**config.mk**
```make
export PLATFORM = sky130hd
export DESIGN_NAME = input_responder
export DESIGN_NICKNAME = d
export VERILOG_FILES = /design/src/rtl/input_responder.sv
export SDC_FILE = /design/constraint.sdc
export NUM_CORES = 1
export LEC_CHECK = 0
export CAP_MARGIN = 20
export CORE_ASPECT_RATIO = 0.8
export CORE_MARGIN = 4
export CORE_UTILIZATION = 48
export CTS_BUF_LIST = sky130_fd_sc_hd__clkbuf_8
export DETAILED_ROUTE_END_ITERATION = 6
export MAX_ROUTING_LAYER = met4
export PLACE_DENSITY_LB_ADDON = 0.12
export REMOVE_ABC_BUFFERS = 1
export SLEW_MARGIN = 5
export SYNTH_ARGS = -nofsm -noshare
export SYNTH_HDL_FRONTEND = slang
export SYNTH_SLANG_ARGS = --single-unit
```
**constraint.sdc**
```tcl
create_clock -name clk -period 5.4 [get_ports clk]
set_clock_uncertainty 0.2 [all_clocks]
set_input_delay 0.81 -clock clk [delete_from_list [all_inputs] [get_ports clk]]
set_output_delay 0.81 -clock clk [all_outputs]
set_load 0.03 [all_outputs]
```
**src/rtl/input_responder.sv**
```systemverilog
// Responder for the core's input handshake: buffers UART RX bytes in a FIFO and
// returns a requested byte or little-endian word with a one-cycle input_valid strobe.
module input_responder #(
   parameter int FIFO_DEPTH = 16
) (
   input  logic                          clk,
   input  logic                          rst,
   input  logic                          input_req,
   input  logic                          input_word,
   output logic                          input_valid,
   output logic [31:0]                   input_data,
   input  logic [7:0]                    rx_data,
   input  logic                          rx_valid,
   output logic [$clog2(FIFO_DEPTH):0]   fifo_count,
   output logic                          overflow
);

   localparam int AW = $clog2(FIFO_DEPTH);
   localparam int CW = AW + 1;

   typedef enum logic [1:0] {IDLE, COLLECT, RESP} state_t;

   state_t          state, state_nxt;
   logic [7:0]      mem [FIFO_DEPTH];
   logic [AW-1:0]   wr_ptr, rd_ptr;
   logic [CW-1:0]   count;
   logic [1:0]      idx;
   logic [2:0]      need;
   logic [31:0]     asm_q, asm_next;
   logic            full, empty, push, pop, last;

   assign full  = (count == CW'(FIFO_DEPTH));
   assign empty = (count == '0);
   assign pop   = (state == COLLECT) && !empty;
   // A pop in the same cycle frees the slot, so a push on a full FIFO still lands.
   assign push  = rx_valid && (!full || pop);
   assign last  = pop && (({1'b0, idx} + 3'd1) == need);

   assign fifo_count = count;

   always_comb begin
      asm_next = asm_q;
      if (pop) asm_next[{idx, 3'b000} +: 8] = mem[rd_ptr];
   end

   always_comb begin
      state_nxt = state;
      case (state)
         IDLE:    if (input_req) state_nxt = COLLECT;
         COLLECT: if (last)      state_nxt = RESP;
         RESP:                   state_nxt = IDLE;
         default:                state_nxt = IDLE;
      endcase
   end

   always_ff @(posedge clk) begin
      if (push) mem[wr_ptr] <= rx_data;
   end

   always_ff @(posedge clk) begin
      if (rst) begin
         state       <= IDLE;
         wr_ptr      <= '0;
         rd_ptr      <= '0;
         count       <= '0;
         overflow    <= 1'b0;
         idx         <= '0;
         need        <= 3'd1;
         asm_q       <= '0;
         input_valid <= 1'b0;
         input_data  <= '0;
      end else begin
         state <= state_nxt;
         if (push) wr_ptr <= wr_ptr + AW'(1);
         if (pop)  rd_ptr <= rd_ptr + AW'(1);
         case ({push, pop})
            2'b10:   count <= count + CW'(1);
            2'b01:   count <= count - CW'(1);
            default: count <= count;
         endcase
         if (rx_valid && full && !pop) overflow <= 1'b1;

         if (state == IDLE && input_req) begin
            need  <= input_word ? 3'd4 : 3'd1;
            idx   <= '0;
            asm_q <= '0;
         end else if (pop) begin
            asm_q <= asm_next;
            idx   <= idx + 2'd1;
         end

         // Strobe lands in the RESP cycle; data holds until the next response.
         input_valid <= last;
         if (last) input_data <= asm_next;
      end
   end

endmodule

```
# == Word level (Yosys, flattened, before mapping) ==
# Memory sizes are Yosys's and may differ from the RTL's. A register that Yosys moved wholly into a read port is not among the register bits.
# Cells that the tools add are included.
# classes
muxes,11
div_mod_pow,0
eq_ne,7
order_cmp,0
n_reduce_logical,15
shifts,2
n_mul,0
n_bitwise,0
add_sub_neg,7
# ops
cell,count
$bwmux W32,1
$mux W32,1
$shift A8 B7 Y32 const A,1
$shiftx A8 B7 Y32,1
$pmux W5 S2,1
$add A4 B1 Y4 const B,2
$mux W4,2
$neg A5 Y7,1
$logic_and A1 B1 Y1,6
$add A5 B1 Y5 const B,1
$eq A5 B5 Y1 const B,1
$logic_not A5 Y1,1
$sub A5 B1 Y5 const B,1
$eq A2 B1 Y1 const B,2
$mux W2,2
$ne A2 B2 Y1 const B,2
$pmux W2 S2,1
$add A2 B1 Y3 const B,1
$eq A3 B3 Y1,1
$logic_not A1 Y1,3
$mux W3,1
$add A2 B1 Y2 const B,1
$eq A2 B2 Y1 const B,1
$logic_not A2 Y1,1
other kinds (5),6
# totals
n_memories,1
mem_bits_ro,0
output_inout_bits,39
input_bits,13
wordCells,53
ramBits,128
reg_bits,86
latchBits,0
# memory_table
memory,words,word_bits,rd,rd_clocked_by_memory_dff,write_ports,line,rtl
mem,16,8,1,1,1,24,logic [7:0] mem [FIFO_DEPTH];

# == Longest topological paths before layout ==
# Gate-level depths: netlist (run 1).
# logic_depth
depth_word,7
depth_mapped,9
depth_no_buf,8

# == Worst setup path after synthesis (run 1) ==
# OpenSTA, ideal clock, no wires.
# synth_path
path_kind,input-to-reg
start,input rx_valid
end,memory mem[3][0] (enable)
path_stages,5
n_path_buf,1
path_slack_ps,2587
required_ps,4817
t_arrival_ps,2229
setup_time_ps,383
cell_sequence,clkbuf_1 -> inv_1 -> a31oi_2 -> nand2_1 -> nor3_1
# synth_via
elab_chain_cells,3
# synth_rtl
item,line,rtl
from (decl),13,"input logic rx_valid,"
$logic_and A1 B1 Y1,36,assign push = rx_valid && (!full || pop);
$mux W1,57,if (push) mem[wr_ptr] <= rx_data;
$mux W1 (not written as such),57,
to (decl),24,
# Every way passes these cells.

# == Worst setup path in the final report (run 1) ==
# layout_path
start,input rx_valid
end,memory mem[3][4] (enable)
# The elaborated chain is that of the path after synthesis.

==> report_table.html, run 1 <==
<table>
<tr><th>Metric</th><th>Value</th></tr>
<tr><th colspan="2">STA</th></tr>
<tr><td>Hold Slack</td><td>0.2527 ns</td></tr>
<tr><td>Share of the clock period used by the worst path</td><td>58.33%</td></tr>
<tr><td>Slew at the pin closest to its max-slew limit</td><td>1.006 ns</td></tr>
<tr><td>Final setup fails</td><td>0</td></tr>
<tr><td>Unrepaired setup endpoints after global routing</td><td>false</td></tr>
<tr><td>Minimum clock period after layout</td><td>3.150 ns</td></tr>
<tr><td>Final hold violation count</td><td>0</td></tr>
<tr><td>Final Max Tran Viols</td><td>0</td></tr>
<tr><td>Highest achievable clock rate</td><td>317.5 MHz</td></tr>
<tr><td>Accumulated negative setup slack</td><td>0 ns</td></tr>
<tr><td>Remaining max-slew budget at the tightest pin</td><td>32.40%</td></tr>
<tr><th colspan="2">Global route</th></tr>
<tr><td>Met3 usage</td><td>3.725%</td></tr>
<tr><td>GRT Total Usage</td><td>20.00%</td></tr>
<tr><td>Grt met1 use</td><td>29.91%</td></tr>
<tr><td>Most used routing layer in global routing</td><td>met1</td></tr>
<tr><td>Initial antenna violation count</td><td>0</td></tr>
<tr><td>Number of global-route vias before repair</td><td>5301</td></tr>
<tr><td>Wire length of the first global-routing pass</td><td>30060 µm</td></tr>
<tr><td>Met2 usage</td><td>28.25%</td></tr>
<tr><td>Pin count of the biggest net entering global routing</td><td>36</td></tr>
<tr><td>Total global routing overflow</td><td>0</td></tr>
<tr><th colspan="2">Place</th></tr>
<tr><td>Detailed placement HPWL</td><td>12760 µm</td></tr>
<tr><td>Number of instances in the placed design</td><td>855</td></tr>
<tr><td>I/O Buffers</td><td>51</td></tr>
<tr><td>GPL Wtd Cong</td><td>0.8190</td></tr>
<tr><th colspan="2">Route</th></tr>
<tr><td>Detailed Route Iter0 Violations</td><td>406</td></tr>
<tr><td>Residual antenna-violating net count after detailed routing</td><td>0</td></tr>
<tr><td>Pre-Repair DR Iteration Count</td><td>4</td></tr>
<tr><td># DRC</td><td>0</td></tr>
<tr><td>Via count</td><td>5150</td></tr>
<tr><td>DR vias/cell</td><td>5.641</td></tr>
<tr><td>Wire length after detailed routing</td><td>18790 µm</td></tr>
<tr><td>Post-DR wirelength/cell</td><td>20.58 µm</td></tr>
<tr><th colspan="2">Floorplanning</th></tr>
<tr><td>Standard-cell row count</td><td>43</td></tr>
<tr><td>I/O Pins</td><td>52</td></tr>
<tr><td>Die height</td><td>127.3 µm</td></tr>
<tr><td>Core area</td><td>0.01738 mm²</td></tr>
<tr><td>Initial Util</td><td>49.15%</td></tr>
<tr><td>Die width</td><td>157.1 µm</td></tr>
<tr><td>Die Outline Area</td><td>0.02000 mm²</td></tr>
<tr><th colspan="2">Logic synthesis</th></tr>
<tr><td>Post-synthesis sequential area ratio</td><td>65.87%</td></tr>
<tr><td>Cell types occupying the most area after synthesis</td><td>sky130_fd_sc_hd__edfxtp_1 45%, sky130_fd_sc_hd__dfxtp_1 21%, sky130_fd_sc_hd__mux4_2 8.4%</td></tr>
<tr><td>Most common cell in the netlist</td><td>sky130_fd_sc_hd__edfxtp_1</td></tr>
<tr><td>Cell count after synthesis</td><td>606</td></tr>
<tr><td>Post-synthesis cell type count</td><td>48</td></tr>
<tr><td>Prevailing post-synth register cell</td><td>sky130_fd_sc_hd__edfxtp_1</td></tr>
<tr><td>Post-Syn Area per Cell</td><td>14.09 µm²</td></tr>
<tr><td>Yosys warning count</td><td>0</td></tr>
<tr><td>Dominant cell type by area after synthesis</td><td>sky130_fd_sc_hd__edfxtp_1</td></tr>
<tr><td>Number of flops mapped to enable cells by yosys</td><td>128</td></tr>
<tr><td>Async S/R FF share, synth</td><td>0%</td></tr>
<tr><td>Leading post-synthesis cells by instance count</td><td>128 x sky130_fd_sc_hd__edfxtp_1, 89 x sky130_fd_sc_hd__dfxtp_1, 67 x sky130_fd_sc_hd__nand2_1, 35 x sky130_fd_sc_hd__nor2_1, 32 x sky130_fd_sc_hd__mux4_2</td></tr>
<tr><td>Yosys top cell area share</td><td>45.00%</td></tr>
<tr><td>Post-synthesis cell area</td><td>0.008541 mm²</td></tr>
<tr><td>#FFs+latches synth</td><td>217</td></tr>
<tr><th colspan="2">Power</th></tr>
<tr><td>Standby leakage power</td><td>0.003220 µW</td></tr>
<tr><td>Final Total Pwr</td><td>3757 µW</td></tr>
<tr><td>Max IR drop VDD</td><td>199.6 µV</td></tr>
<tr><td>Pwr dens</td><td>382.5 mW/mm²</td></tr>
<tr><th colspan="2">CTS</th></tr>
<tr><td>Clock buffers created by TritonCTS</td><td>36</td></tr>
<tr><td>Clock transition at the register clock pins on the worst setup and hold paths after CTS</td><td>0.06 ns</td></tr>
<tr><td>Insertion delay of the later-clocked pin in the worst-skew pair</td><td>0.51 ns</td></tr>
<tr><td>Post CTS Setup Buffer Count</td><td>0</td></tr>
<tr><td>CTS tree</td><td>built</td></tr>
<tr><td>Root Driver</td><td>sky130_fd_sc_hd__clkbuf_8</td></tr>
<tr><td>CTS H-Tree Depth</td><td>2</td></tr>
<tr><td>Clock Path Buffers</td><td>3</td></tr>
<tr><td>Hold-fix buffers, CTS</td><td>0</td></tr>
<tr><td>Clock net sink count</td><td>217</td></tr>
<tr><td>Total of cells resized after clock tree synthesis</td><td>0</td></tr>
<tr><th colspan="2">Final layout</th></tr>
<tr><td>Filler cells</td><td>1379</td></tr>
<tr><td>Cell Count, Final, Fillers Out</td><td>913</td></tr>
<tr><td>Syn-to-layout area delta</td><td>14.99%</td></tr>
<tr><td>Net total in the final layout</td><td>693</td></tr>
<tr><td>Fraction of layout cells with a size suffix above 1</td><td>13.66%</td></tr>
<tr><td>Antenna cell count</td><td>0</td></tr>
<tr><th colspan="2">Critical path</th></tr>
<tr><td>Biggest fanout along the worst timing path</td><td>9</td></tr>
<tr><td>Arrival time worst endpoint</td><td>3.08 ns</td></tr>
<tr><td>Worst Path Class, Setup</td><td>in -&gt; reg</td></tr>
<tr><td>Kind of end point of the critical path</td><td>flop</td></tr>
<tr><td>Type of origin of the critical path</td><td>input port</td></tr>
<tr><td>Crit path required time</td><td>5.33 ns</td></tr>
<tr><th colspan="2">Flow run</th></tr>
<tr><td>Max-cap violation count</td><td>0</td></tr>
<tr><th colspan="2">Status</th></tr>
<tr><td>Result of the run</td><td>complete, no violations</td></tr>
<tr><th colspan="2">Min path</th></tr>
<tr><td>Min-delay worst type</td><td>reg -&gt; reg</td></tr>
</table>
==> area by class of cell <==
cell class | instances | area, µm² | area share, %
Tap cell | 225 | 281.5 | 2.867
Timing Repair Buffer | 55 | 548.0 | 5.580
Clock inverter | 21 | 82.58 | 0.8409
Inverter | 6 | 22.52 | 0.2293
Sequential cell | 217 | 5627 | 57.29
Clock buffer | 37 | 509.2 | 5.185
Multi-Input combinational cell | 352 | 2750 | 28.00
==> kinds of logic (layout without fill, tap and decap cells) <==
kind of cell               after synthesis  after routing  synth area share (%)
adders and majority gates               12             12                 1.758
DFF                                    217            217                 65.87
and+or+nand+nor                        192            192                 11.65
AOI/OAI and AO/OA                       84             84                 6.783
buffers and inverters                   37            119                 1.934
xor gates and xnor gates                12             12                 1.231
muxes                                   52             52                 10.78
==> report_power, final <==
group / switching (µW) / leakage (µW) / internal (µW)
sequential: 70.6 / 0.00188 / 1810
clock: 610 / 0.000355 / 628
combinational: 368 / 0.000989 / 269
==> path summary, 6_finish.rpt <==
path | from | end | slack, ns | depth (start not counted)
setup / recovery | rx_valid | mem[3][4] | 2.25 | 5
hold / removal | input_data[17] | input_data[17] | 0.25 | 2
setup reg to reg | state[1] | mem[3][4] | 2.52 | 4
hold reg to reg | input_data[17] | input_data[17] | 0.25 | 2
==> sequential cells by signal (all words and copies together) (netlist names), named ones only <==
name         cells
asm_q           32
fifo_count       5
idx              2
input_data      32
input_valid      1
mem            128
need             2
overflow         1
rd_ptr           4
state            2
wr_ptr           4
==> critical path: stages <==
cell	delay, ns
sky130_fd_sc_hd__clkdlybuf4s50_1	0.64
sky130_fd_sc_hd__inv_1	0.12
sky130_fd_sc_hd__a31oi_2	0.41
sky130_fd_sc_hd__nand2_1	0.27
sky130_fd_sc_hd__nor3_1	0.81
==> layout by cell type (no fill, tap or decap), types with 7 or more instances in the layout <==
master / synthesis / layout
sky130_fd_sc_hd__edfxtp_1: 128 / 128
sky130_fd_sc_hd__dfxtp_1: 89 / 88
sky130_fd_sc_hd__nand2_1: 67 / 67
sky130_fd_sc_hd__clkdlybuf4s50_1: 0 / 50
sky130_fd_sc_hd__clkbuf_8: 0 / 37
sky130_fd_sc_hd__nor2_1: 35 / 35
sky130_fd_sc_hd__mux4_2: 32 / 32
sky130_fd_sc_hd__a22o_1: 24 / 24
sky130_fd_sc_hd__mux2i_1: 20 / 20
sky130_fd_sc_hd__inv_1: 6 / 19
sky130_fd_sc_hd__a21oi_1: 19 / 19
sky130_fd_sc_hd__nor2b_1: 19 / 19
sky130_fd_sc_hd__nand3_1: 18 / 18
sky130_fd_sc_hd__o22ai_1: 17 / 17
sky130_fd_sc_hd__o21ai_0: 13 / 13
sky130_fd_sc_hd__nand4_1: 12 / 12
sky130_fd_sc_hd__ha_1: 12 / 12
sky130_fd_sc_hd__and4_1: 8 / 8
sky130_fd_sc_hd__nor3_1: 7 / 7
sky130_fd_sc_hd__xor2_1: 7 / 7
==> per-layer routing <==
layer / vias to the layer above / share of wire, %
li1: 2410 / -
met1: 2536 / 49
met2: 167 / 43
met3: 37 / 5.5
met4: 0 / 2.1
met5: - / 0
==> per-stage QoR <==
step	cell area [µm²]	utilization, %	setup WS, ns
after CTS	9821	56.51	2.267
after global placement	9209	52.99	1.865
after global routing	9821	56.51	2.007
after floorplan	8398	-	2.372
final	9821	56.51	2.250
after detailed placement	9229	53.11	1.683
Note: power is estimated with default switching activity, not from simulation.
==> run 2, diff against run 1 <==
==> constraint.sdc (replaced) <==
create_clock -name clk -period 3.1 [get_ports clk]
set_clock_uncertainty 0.2 [all_clocks]
set_input_delay 0.465 -clock clk [delete_from_list [all_inputs] [get_ports clk]]
set_output_delay 0.465 -clock clk [all_outputs]
set_load 0.03 [all_outputs]
==> run 2 against run 1 <==
Power up 78%. Non-clock buffer count up 21. Via count grew 2.2%. Sequential cell count unchanged. Worst hold slack got worse by 0.17 ns. Largest power group unchanged. Setup slack worse by 1.9 ns. Critical path depth rose by 3.
==> report_table.html, run 2 (synthesis results as in run 1) <==
<table>
<tr><th>Metric</th><th>Value</th></tr>
<tr><th colspan="2">Min path</th></tr>
<tr><td>Min-delay worst type</td><td>in -&gt; reg (was reg -&gt; reg)</td></tr>
<tr><th colspan="2">Route</th></tr>
<tr><td>Wire length after detailed routing</td><td>18890 µm (was 18790 µm)</td></tr>
<tr><td>Via count</td><td>5264 (was 5150)</td></tr>
<tr><td># DRC</td><td>0 (unchanged)</td></tr>
<tr><td>DR vias/cell</td><td>5.624 (was 5.641)</td></tr>
<tr><td>Post-DR wirelength/cell</td><td>20.18 µm (was 20.58 µm)</td></tr>
<tr><td>Residual antenna-violating net count after detailed routing</td><td>0 (unchanged)</td></tr>
<tr><td>Pre-Repair DR Iteration Count</td><td>4 (unchanged)</td></tr>
<tr><td>Detailed Route Iter0 Violations</td><td>361 (was 406)</td></tr>
<tr><th colspan="2">Critical path</th></tr>
<tr><td>Standard cell with the maximum stage delay on the critical path</td><td>sky130_fd_sc_hd__or4_4 (was sky130_fd_sc_hd__nor3_1)</td></tr>
<tr><td>Most prevalent standard cell on the critical path</td><td>sky130_fd_sc_hd__o21ai_0</td></tr>
<tr><td>Crit path required time</td><td>3.28 ns (was 5.33 ns)</td></tr>
<tr><td>Slowest stage delay, CP</td><td>0.60 ns (was 0.81 ns)</td></tr>
<tr><td>Kind of end point of the critical path</td><td>flop (unchanged)</td></tr>
<tr><td>Type of origin of the critical path</td><td>flop (was input port)</td></tr>
<tr><td>Arrival time worst endpoint</td><td>2.93 ns (was 3.08 ns)</td></tr>
<tr><td>List of cells traversed by the critical path</td><td>or4_4 &gt; o21ai_0 &gt; o21ai_0 &gt; ha_1 &gt; or4_1 &gt; o22ai_1 &gt; xnor2_1 &gt; nor2_1 (was clkdlybuf4s50_1 &gt; inv_1 &gt; a31oi_2 &gt; nand2_1 &gt; nor3_1)</td></tr>
<tr><td>Biggest fanout along the worst timing path</td><td>7 (was 9)</td></tr>
<tr><td>Worst Path Class, Setup</td><td>reg -&gt; reg (was in -&gt; reg)</td></tr>
<tr><th colspan="2">Final layout</th></tr>
<tr><td>Syn-to-layout area delta</td><td>17.54% (was 14.99%)</td></tr>
<tr><td>Max reg flops</td><td>128 (unchanged)</td></tr>
<tr><td>Register area</td><td>0.005627 mm² (unchanged)</td></tr>
<tr><td>Top library cells by usage in the layout, fill and taps aside</td><td>128 x sky130_fd_sc_hd__edfxtp_1, 88 x sky130_fd_sc_hd__dfxtp_1, 67 x sky130_fd_sc_hd__nand2_1 (unchanged)</td></tr>
<tr><td>Cell Count, Final, Fillers Out</td><td>936 (was 913)</td></tr>
<tr><td>Total non-filler cell area in the finished layout</td><td>0.01004 mm² (was 0.009821 mm²)</td></tr>
<tr><td>Antenna cell count</td><td>0 (unchanged)</td></tr>
<tr><td>Fraction of layout cells with a size suffix above 1</td><td>16.74% (was 13.66%)</td></tr>
<tr><td>Net total in the final layout</td><td>713 (was 693)</td></tr>
<tr><td>Commonest non-fill, non-tap cell in the layout</td><td>sky130_fd_sc_hd__edfxtp_1 (unchanged)</td></tr>
<tr><td>Largest registers</td><td>mem x128, asm_q x32, input_data x32 (unchanged)</td></tr>
<tr><td>Most flop-heavy register</td><td>mem (unchanged)</td></tr>
<tr><td>Filler cells</td><td>1410 (was 1379)</td></tr>
<tr><td>Multi-input logic area</td><td>0.002750 mm² (unchanged)</td></tr>
<tr><td>Share of the core filled with cells</td><td>57.77% (was 56.51%)</td></tr>
<tr><th colspan="2">STA</th></tr>
<tr><td>Final Max Tran Viols</td><td>0 (unchanged)</td></tr>
<tr><td>Highest achievable clock rate</td><td>362.7 MHz</td></tr>
<tr><td>Accumulated negative setup slack</td><td>0 ns (unchanged)</td></tr>
<tr><td>Share of the clock period used by the worst path</td><td>88.94%</td></tr>
<tr><td>Slew at the pin closest to its max-slew limit</td><td>0.7020 ns (was 1.006 ns)</td></tr>
<tr><td>Remaining max-slew budget at the tightest pin</td><td>53.06% (was 32.40%)</td></tr>
<tr><td>Final hold violation count</td><td>0 (unchanged)</td></tr>
<tr><td>Unrepaired setup endpoints after global routing</td><td>false (unchanged)</td></tr>
<tr><td>Minimum clock period after layout</td><td>2.757 ns</td></tr>
<tr><td>Hold Slack</td><td>0.08757 ns (was 0.2527 ns)</td></tr>
<tr><td>Final setup fails</td><td>0 (unchanged)</td></tr>
<tr><th colspan="2">CTS</th></tr>
<tr><td>Post CTS Setup Buffer Count</td><td>0 (unchanged)</td></tr>
<tr><td>Clock Path Buffers</td><td>3 (unchanged)</td></tr>
<tr><td>Clock net sink count</td><td>217 (unchanged)</td></tr>
<tr><td>Root Driver</td><td>sky130_fd_sc_hd__clkbuf_8 (unchanged)</td></tr>
<tr><td>Clock buffers created by TritonCTS</td><td>35 (was 36)</td></tr>
<tr><td>CTS H-Tree Depth</td><td>2 (unchanged)</td></tr>
<tr><td>CTS tree</td><td>built (unchanged)</td></tr>
<tr><td>Total of cells resized after clock tree synthesis</td><td>0 (unchanged)</td></tr>
<tr><td>Insertion delay of the later-clocked pin in the worst-skew pair</td><td>0.51 ns (about the same)</td></tr>
<tr><td>Clock transition at the register clock pins on the worst setup and hold paths after CTS</td><td>0.06 ns (about the same)</td></tr>
<tr><td>Hold-fix buffers, CTS</td><td>0 (unchanged)</td></tr>
<tr><th colspan="2">Global route</th></tr>
<tr><td>GRT Total Usage</td><td>20.05% (was 20.00%)</td></tr>
<tr><td>Wire length of the first global-routing pass</td><td>29990 µm (was 30060 µm)</td></tr>
<tr><td>Total global routing overflow</td><td>0 (unchanged)</td></tr>
<tr><td>Pin count of the biggest net entering global routing</td><td>50 (was 36)</td></tr>
<tr><td>Number of global-route vias before repair</td><td>5398 (was 5301)</td></tr>
<tr><td>Initial antenna violation count</td><td>0 (unchanged)</td></tr>
<tr><th colspan="2">Place</th></tr>
<tr><td>GPL Wtd Cong</td><td>0.8776 (was 0.8190)</td></tr>
<tr><td>Number of instances in the placed design</td><td>876 (was 855)</td></tr>
<tr><td>I/O Buffers</td><td>51 (unchanged)</td></tr>
<tr><td>Placed cell areas</td><td>0.009387 mm² (was 0.009229 mm²)</td></tr>
<tr><td>Detailed placement HPWL</td><td>12760 µm (about the same)</td></tr>
<tr><th colspan="2">Power</th></tr>
<tr><td>Pwr dens</td><td>667.7 mW/mm² (was 382.5 mW/mm²)</td></tr>
<tr><td>Standby leakage power</td><td>0.003366 µW (was 0.003220 µW)</td></tr>
<tr><td>Max IR drop VDD</td><td>351.0 µV (was 199.6 µV)</td></tr>
<tr><th colspan="2">Floorplanning</th></tr>
<tr><td>Die width</td><td>157.1 µm (unchanged)</td></tr>
<tr><td>Core area</td><td>0.01738 mm² (unchanged)</td></tr>
<tr><td>Initial Util</td><td>49.15% (unchanged)</td></tr>
<tr><td>I/O Pins</td><td>52 (unchanged)</td></tr>
<tr><td>Standard-cell row count</td><td>43 (unchanged)</td></tr>
<tr><td>Die Outline Area</td><td>0.02000 mm² (unchanged)</td></tr>
<tr><td>Die height</td><td>127.3 µm (unchanged)</td></tr>
<tr><th colspan="2">Status</th></tr>
<tr><td>Result of the run</td><td>complete, no violations (unchanged)</td></tr>
<tr><th colspan="2">Flow run</th></tr>
<tr><td>Max-cap violation count</td><td>0 (unchanged)</td></tr>
</table>
-- run 2: cell count changes in the layout (fill, tap and decap cells not counted), sizes merged --
cell / change
inv: +1
clkbuf: +5
buf: +21
clkinv: -4
-- run 2: area by class of cell --
cell class              instances  share of cell area (%)
repair buffers                 76                   7.030
inverters                       6                  0.2244
clock buffers                  42                   5.758
clock inverters                18                  0.7354
multi-input cells             352                   27.40
well taps                     225                   2.804
flip-flops and latches        217                   56.05
-- run 2: final timing paths --
| path | start | end | slack [ns] | cells past startpoint |
|---|---|---|---|---|
| max reg2reg | fifo_count[3] | fifo_count[4] | 0.34 | 8 |
| min | rst | state[1] | 0.09 | 2 |
| max | fifo_count[3] | fifo_count[4] | 0.34 | 8 |
| min reg2reg | input_data[21] | input_data[21] | 0.25 | 2 |
-- run 2: routing by layer --
layer / GRT usage [%] / share of wire (%) / vias up
met3: 4.402 / 5.2 / 34
met5: - / 0 / -
met2: 29.11 / 45 / 124
li1: - / - / 2461
met1: 28.74 / 48 / 2645
met4: 5.969 / 1.9 / 0
-- run 2: worst max-delay path, delay by kind of cell, from the launching register on --
| kind | cells | cell delay, ns |
|---|---|---|
| AND/OR/NAND/NOR | 3 | 1.06 |
| XOR/XNOR | 1 | 0.13 |
| flip-flops | 1 | 0.38 |
| AO/OA/AOI/OAI | 3 | 0.61 |
| adder cells (fa/ha/maj) | 1 | 0.25 |
-- run 2: metrics by stage --
step | worst slack [ns] | power, µW
2_1_floorplan | 0.07153 | 4074
3_3_place_gp | 0.3277 | 4465
3_5_place_dp | 0.2505 | 4490
4_1_cts | 0.3592 | 6780
5_1_grt | 0.2096 | 7024
6_report | 0.3428 | 6702
-- run 2: report_power, final --
group / total, µW / internal [µW] / switching (µW) / leakage (µW)
Sequential: 3260 / 3150 / 108 / 0.00188
Clock: 2280 / 1220 / 1060 / 0.000388
Combinational: 1160 / 491 / 668 / 0.00110
==> run 3, diff against run 2 <==
--- a/config.mk
+++ b/config.mk
@@ -7,12 +7,13 @@
 export LEC_CHECK = 0
 export CAP_MARGIN = 20
 export CORE_ASPECT_RATIO = 0.8
-export CORE_MARGIN = 4
+export CORE_MARGIN = 1
 export CORE_UTILIZATION = 48
 export CTS_BUF_LIST = sky130_fd_sc_hd__clkbuf_8
 export DETAILED_ROUTE_END_ITERATION = 6
 export MAX_ROUTING_LAYER = met4
 export PLACE_DENSITY_LB_ADDON = 0.12
+export RECOVER_POWER = 100
 export REMOVE_ABC_BUFFERS = 1
 export SLEW_MARGIN = 5
 export SYNTH_ARGS = -nofsm -noshare
==> run 3 against run 2 <==
Global-route usage increased by 2.5 points. Clock-buffer cell count unchanged. Sequential power about the same. Fmax decreased by 1.7%. Setup slack got worse by 0.047 ns. Utilization increased by 0.15 points. Die area decreased by 8.4%. Sequential cell count unchanged. Sequential share of layout area decreased by 0.15 points. Critical endpoint is now mem[5][0]. Largest cell class unchanged. Highest routed layer unchanged.
==> report_table.html, run 3 (synthesis results as in run 1) <==
<table>
<tr><th>Metric</th><th>Value</th></tr>
<tr><th colspan="2">Status</th></tr>
<tr><td>Result of the run</td><td>complete, no violations (unchanged)</td></tr>
<tr><th colspan="2">CTS</th></tr>
<tr><td>Clock buffers created by TritonCTS</td><td>36 (was 35)</td></tr>
<tr><td>Clock net sink count</td><td>217 (unchanged)</td></tr>
<tr><td>CTS H-Tree Depth</td><td>2 (unchanged)</td></tr>
<tr><td>Total of cells resized after clock tree synthesis</td><td>0 (unchanged)</td></tr>
<tr><td>Clock transition at the register clock pins on the worst setup and hold paths after CTS</td><td>0.06 ns (about the same)</td></tr>
<tr><td>Root Driver</td><td>sky130_fd_sc_hd__clkbuf_8 (unchanged)</td></tr>
<tr><td>CTS tree</td><td>built (unchanged)</td></tr>
<tr><td>Post CTS Setup Buffer Count</td><td>0 (unchanged)</td></tr>
<tr><td>Hold-fix buffers, CTS</td><td>0 (unchanged)</td></tr>
<tr><td>Clock Path Buffers</td><td>3 (unchanged)</td></tr>
<tr><td>Insertion delay of the later-clocked pin in the worst-skew pair</td><td>0.52 ns (was 0.51 ns)</td></tr>
<tr><th colspan="2">Route</th></tr>
<tr><td>DR vias/cell</td><td>5.674 (was 5.624)</td></tr>
<tr><td>Detailed Route Iter0 Violations</td><td>347 (was 361)</td></tr>
<tr><td>Wire length after detailed routing</td><td>18670 µm (was 18890 µm)</td></tr>
<tr><td># DRC</td><td>0 (unchanged)</td></tr>
<tr><td>Post-DR wirelength/cell</td><td>19.87 µm (was 20.18 µm)</td></tr>
<tr><td>Pre-Repair DR Iteration Count</td><td>4 (unchanged)</td></tr>
<tr><td>Residual antenna-violating net count after detailed routing</td><td>0 (unchanged)</td></tr>
<tr><td>Via count</td><td>5334 (was 5264)</td></tr>
<tr><th colspan="2">Global route</th></tr>
<tr><td>Initial antenna violation count</td><td>0 (unchanged)</td></tr>
<tr><td>Pin count of the biggest net entering global routing</td><td>39 (was 50)</td></tr>
<tr><td>Number of global-route vias before repair</td><td>5283 (was 5398)</td></tr>
<tr><td>GRT Total Usage</td><td>22.51% (was 20.05%)</td></tr>
<tr><td>Wire length of the first global-routing pass</td><td>29720 µm (was 29990 µm)</td></tr>
<tr><td>Total global routing overflow</td><td>0 (unchanged)</td></tr>
<tr><th colspan="2">STA</th></tr>
<tr><td>Minimum clock period after layout</td><td>2.804 ns (was 2.757 ns)</td></tr>
<tr><td>Unrepaired setup endpoints after global routing</td><td>false (unchanged)</td></tr>
<tr><td>Final setup fails</td><td>0 (unchanged)</td></tr>
<tr><td>Remaining max-slew budget at the tightest pin</td><td>31.25% (was 53.06%)</td></tr>
<tr><td>Accumulated negative setup slack</td><td>0 ns (unchanged)</td></tr>
<tr><td>Slew at the pin closest to its max-slew limit</td><td>1.023 ns (was 0.7020 ns)</td></tr>
<tr><td>Share of the clock period used by the worst path</td><td>90.46% (was 88.94%)</td></tr>
<tr><td>Final Max Tran Viols</td><td>0 (unchanged)</td></tr>
<tr><td>Final WS setup</td><td>0.2958 ns (was 0.3428 ns)</td></tr>
<tr><td>Highest achievable clock rate</td><td>356.6 MHz (was 362.7 MHz)</td></tr>
<tr><td>Final hold violation count</td><td>0 (unchanged)</td></tr>
<tr><th colspan="2">Final layout</th></tr>
<tr><td>Filler cells</td><td>1356 (was 1410)</td></tr>
<tr><td>Most flop-heavy register</td><td>mem (unchanged)</td></tr>
<tr><td>Commonest non-fill, non-tap cell in the layout</td><td>sky130_fd_sc_hd__edfxtp_1 (unchanged)</td></tr>
<tr><td>Antenna cell count</td><td>0 (unchanged)</td></tr>
<tr><td>Net total in the final layout</td><td>714 (was 713)</td></tr>
<tr><td>Cell Count, Final, Fillers Out</td><td>940 (was 936)</td></tr>
<tr><td>Max reg flops</td><td>128 (unchanged)</td></tr>
<tr><td>Syn-to-layout area delta</td><td>17.84% (was 17.54%)</td></tr>
<tr><td>Fraction of layout cells with a size suffix above 1</td><td>16.78% (was 16.74%)</td></tr>
<tr><td>Largest registers</td><td>mem x128, asm_q x32, input_data x32 (unchanged)</td></tr>
<tr><td>Total non-filler cell area in the finished layout</td><td>0.01006 mm² (was 0.01004 mm²)</td></tr>
<tr><td>Top library cells by usage in the layout, fill and taps aside</td><td>128 x sky130_fd_sc_hd__edfxtp_1, 88 x sky130_fd_sc_hd__dfxtp_1, 67 x sky130_fd_sc_hd__nand2_1 (unchanged)</td></tr>
<tr><th colspan="2">Place</th></tr>
<tr><td>Setup slack at placement</td><td>0.2564 ns (was 0.2505 ns)</td></tr>
<tr><td>Detailed placement HPWL</td><td>12570 µm (was 12760 µm)</td></tr>
<tr><td>I/O Buffers</td><td>51 (unchanged)</td></tr>
<tr><td>GPL Wtd Cong</td><td>0.8798 (was 0.8776)</td></tr>
<tr><td>Number of instances in the placed design</td><td>876 (unchanged)</td></tr>
<tr><td>Placed cell areas</td><td>0.009399 mm² (was 0.009387 mm²)</td></tr>
<tr><th colspan="2">Min path</th></tr>
<tr><td>Min-delay worst type</td><td>in -&gt; reg (unchanged)</td></tr>
<tr><th colspan="2">Critical path</th></tr>
<tr><td>Arrival time worst endpoint</td><td>2.75 ns (was 2.93 ns)</td></tr>
<tr><td>Worst Path Class, Setup</td><td>reg -&gt; reg (unchanged)</td></tr>
<tr><td>Biggest fanout along the worst timing path</td><td>8 (was 7)</td></tr>
<tr><td>Slack of the worst reg-to-reg path</td><td>0.30 ns (was 0.34 ns)</td></tr>
<tr><td>Crit path required time</td><td>3.05 ns (was 3.28 ns)</td></tr>
<tr><td>Kind of end point of the critical path</td><td>flop (unchanged)</td></tr>
<tr><td>Type of origin of the critical path</td><td>flop (unchanged)</td></tr>
<tr><th colspan="2">Floorplanning</th></tr>
<tr><td>Core area</td><td>0.01738 mm² (unchanged)</td></tr>
<tr><td>Die height</td><td>121.3 µm (was 127.3 µm)</td></tr>
<tr><td>Standard-cell row count</td><td>43 (unchanged)</td></tr>
<tr><td>Die Outline Area</td><td>0.01833 mm² (was 0.02000 mm²)</td></tr>
<tr><td>I/O Pins</td><td>52 (unchanged)</td></tr>
<tr><td>Initial Util</td><td>49.15% (unchanged)</td></tr>
<tr><td>Die width</td><td>151.1 µm (was 157.1 µm)</td></tr>
<tr><th colspan="2">Power</th></tr>
<tr><td>Max IR drop VDD</td><td>419.9 µV (was 351.0 µV)</td></tr>
<tr><td>Pwr dens</td><td>687.5 mW/mm² (was 667.7 mW/mm²)</td></tr>
<tr><td>Standby leakage power</td><td>0.003491 µW (was 0.003366 µW)</td></tr>
<tr><th colspan="2">Flow run</th></tr>
<tr><td>Max-cap violation count</td><td>0 (unchanged)</td></tr>
</table>
-- run 3: stage by stage --
step / hold slack (ns) / power (µW) / util (%)
2_1_floorplan: 0.2247 / 4074 / -
6_report: 0.1712 / 6919 / 57.92
5_1_grt: 0.1627 / 7218 / 57.92
3_3_place_gp: 0.2399 / 4476 / 54.09
4_1_cts: 0.1543 / 7018 / 58.29
3_5_place_dp: 0.2437 / 4498 / 54.09
-- run 3: report_power, final --
group	switching, µW	total [µW]	internal (µW)
clock	1120	2520	1410
combinational	664	1140	473
sequential	106	3260	3150
-- run 3: worst max-delay path: stages, from the launching register on --
cell and delay (ns):
sky130_fd_sc_hd__dfxtp_1 0.35, sky130_fd_sc_hd__nand2b_1 0.33, sky130_fd_sc_hd__a31oi_1 0.71, sky130_fd_sc_hd__nand2_1 0.28, sky130_fd_sc_hd__nor2_1 0.15, sky130_fd_sc_hd__clkbuf_1 0.41
-- run 3: final timing paths --
| check | startpoint | endpoint | depth (start not counted) |
|---|---|---|---|
| hold / removal | rst | fifo_count[1] | 2 |
| setup reg to reg | state[1] | mem[5][0] | 5 |
| hold reg to reg | input_data[19] | input_data[19] | 2 |
| setup / recovery | state[1] | mem[5][0] | 5 |
-- run 3: cell type report --
| type | instances | area, µm² | share of cell area, % |
|---|---|---|---|
| well taps | 225 | 281.5 | 2.797 |
| inverters | 6 | 22.52 | 0.2238 |
| flip-flops and latches | 217 | 5627 | 55.90 |
| multi-input cells | 352 | 2723 | 27.05 |
| clock buffers | 42 | 578.1 | 5.743 |
| repair buffers | 76 | 680.7 | 6.763 |
| clock inverters | 22 | 152.6 | 1.517 |
-- run 3: metal layers --
layer | vias to the layer above | global-route usage, % | part of all wire (%)
met4 | 0 | 7.688 | 2.2
met1 | 2681 | 32.23 | 48
met5 | - | - | 0
li1 | 2469 | - | -
met3 | 36 | 4.286 | 5.2
met2 | 148 | 32.22 | 44
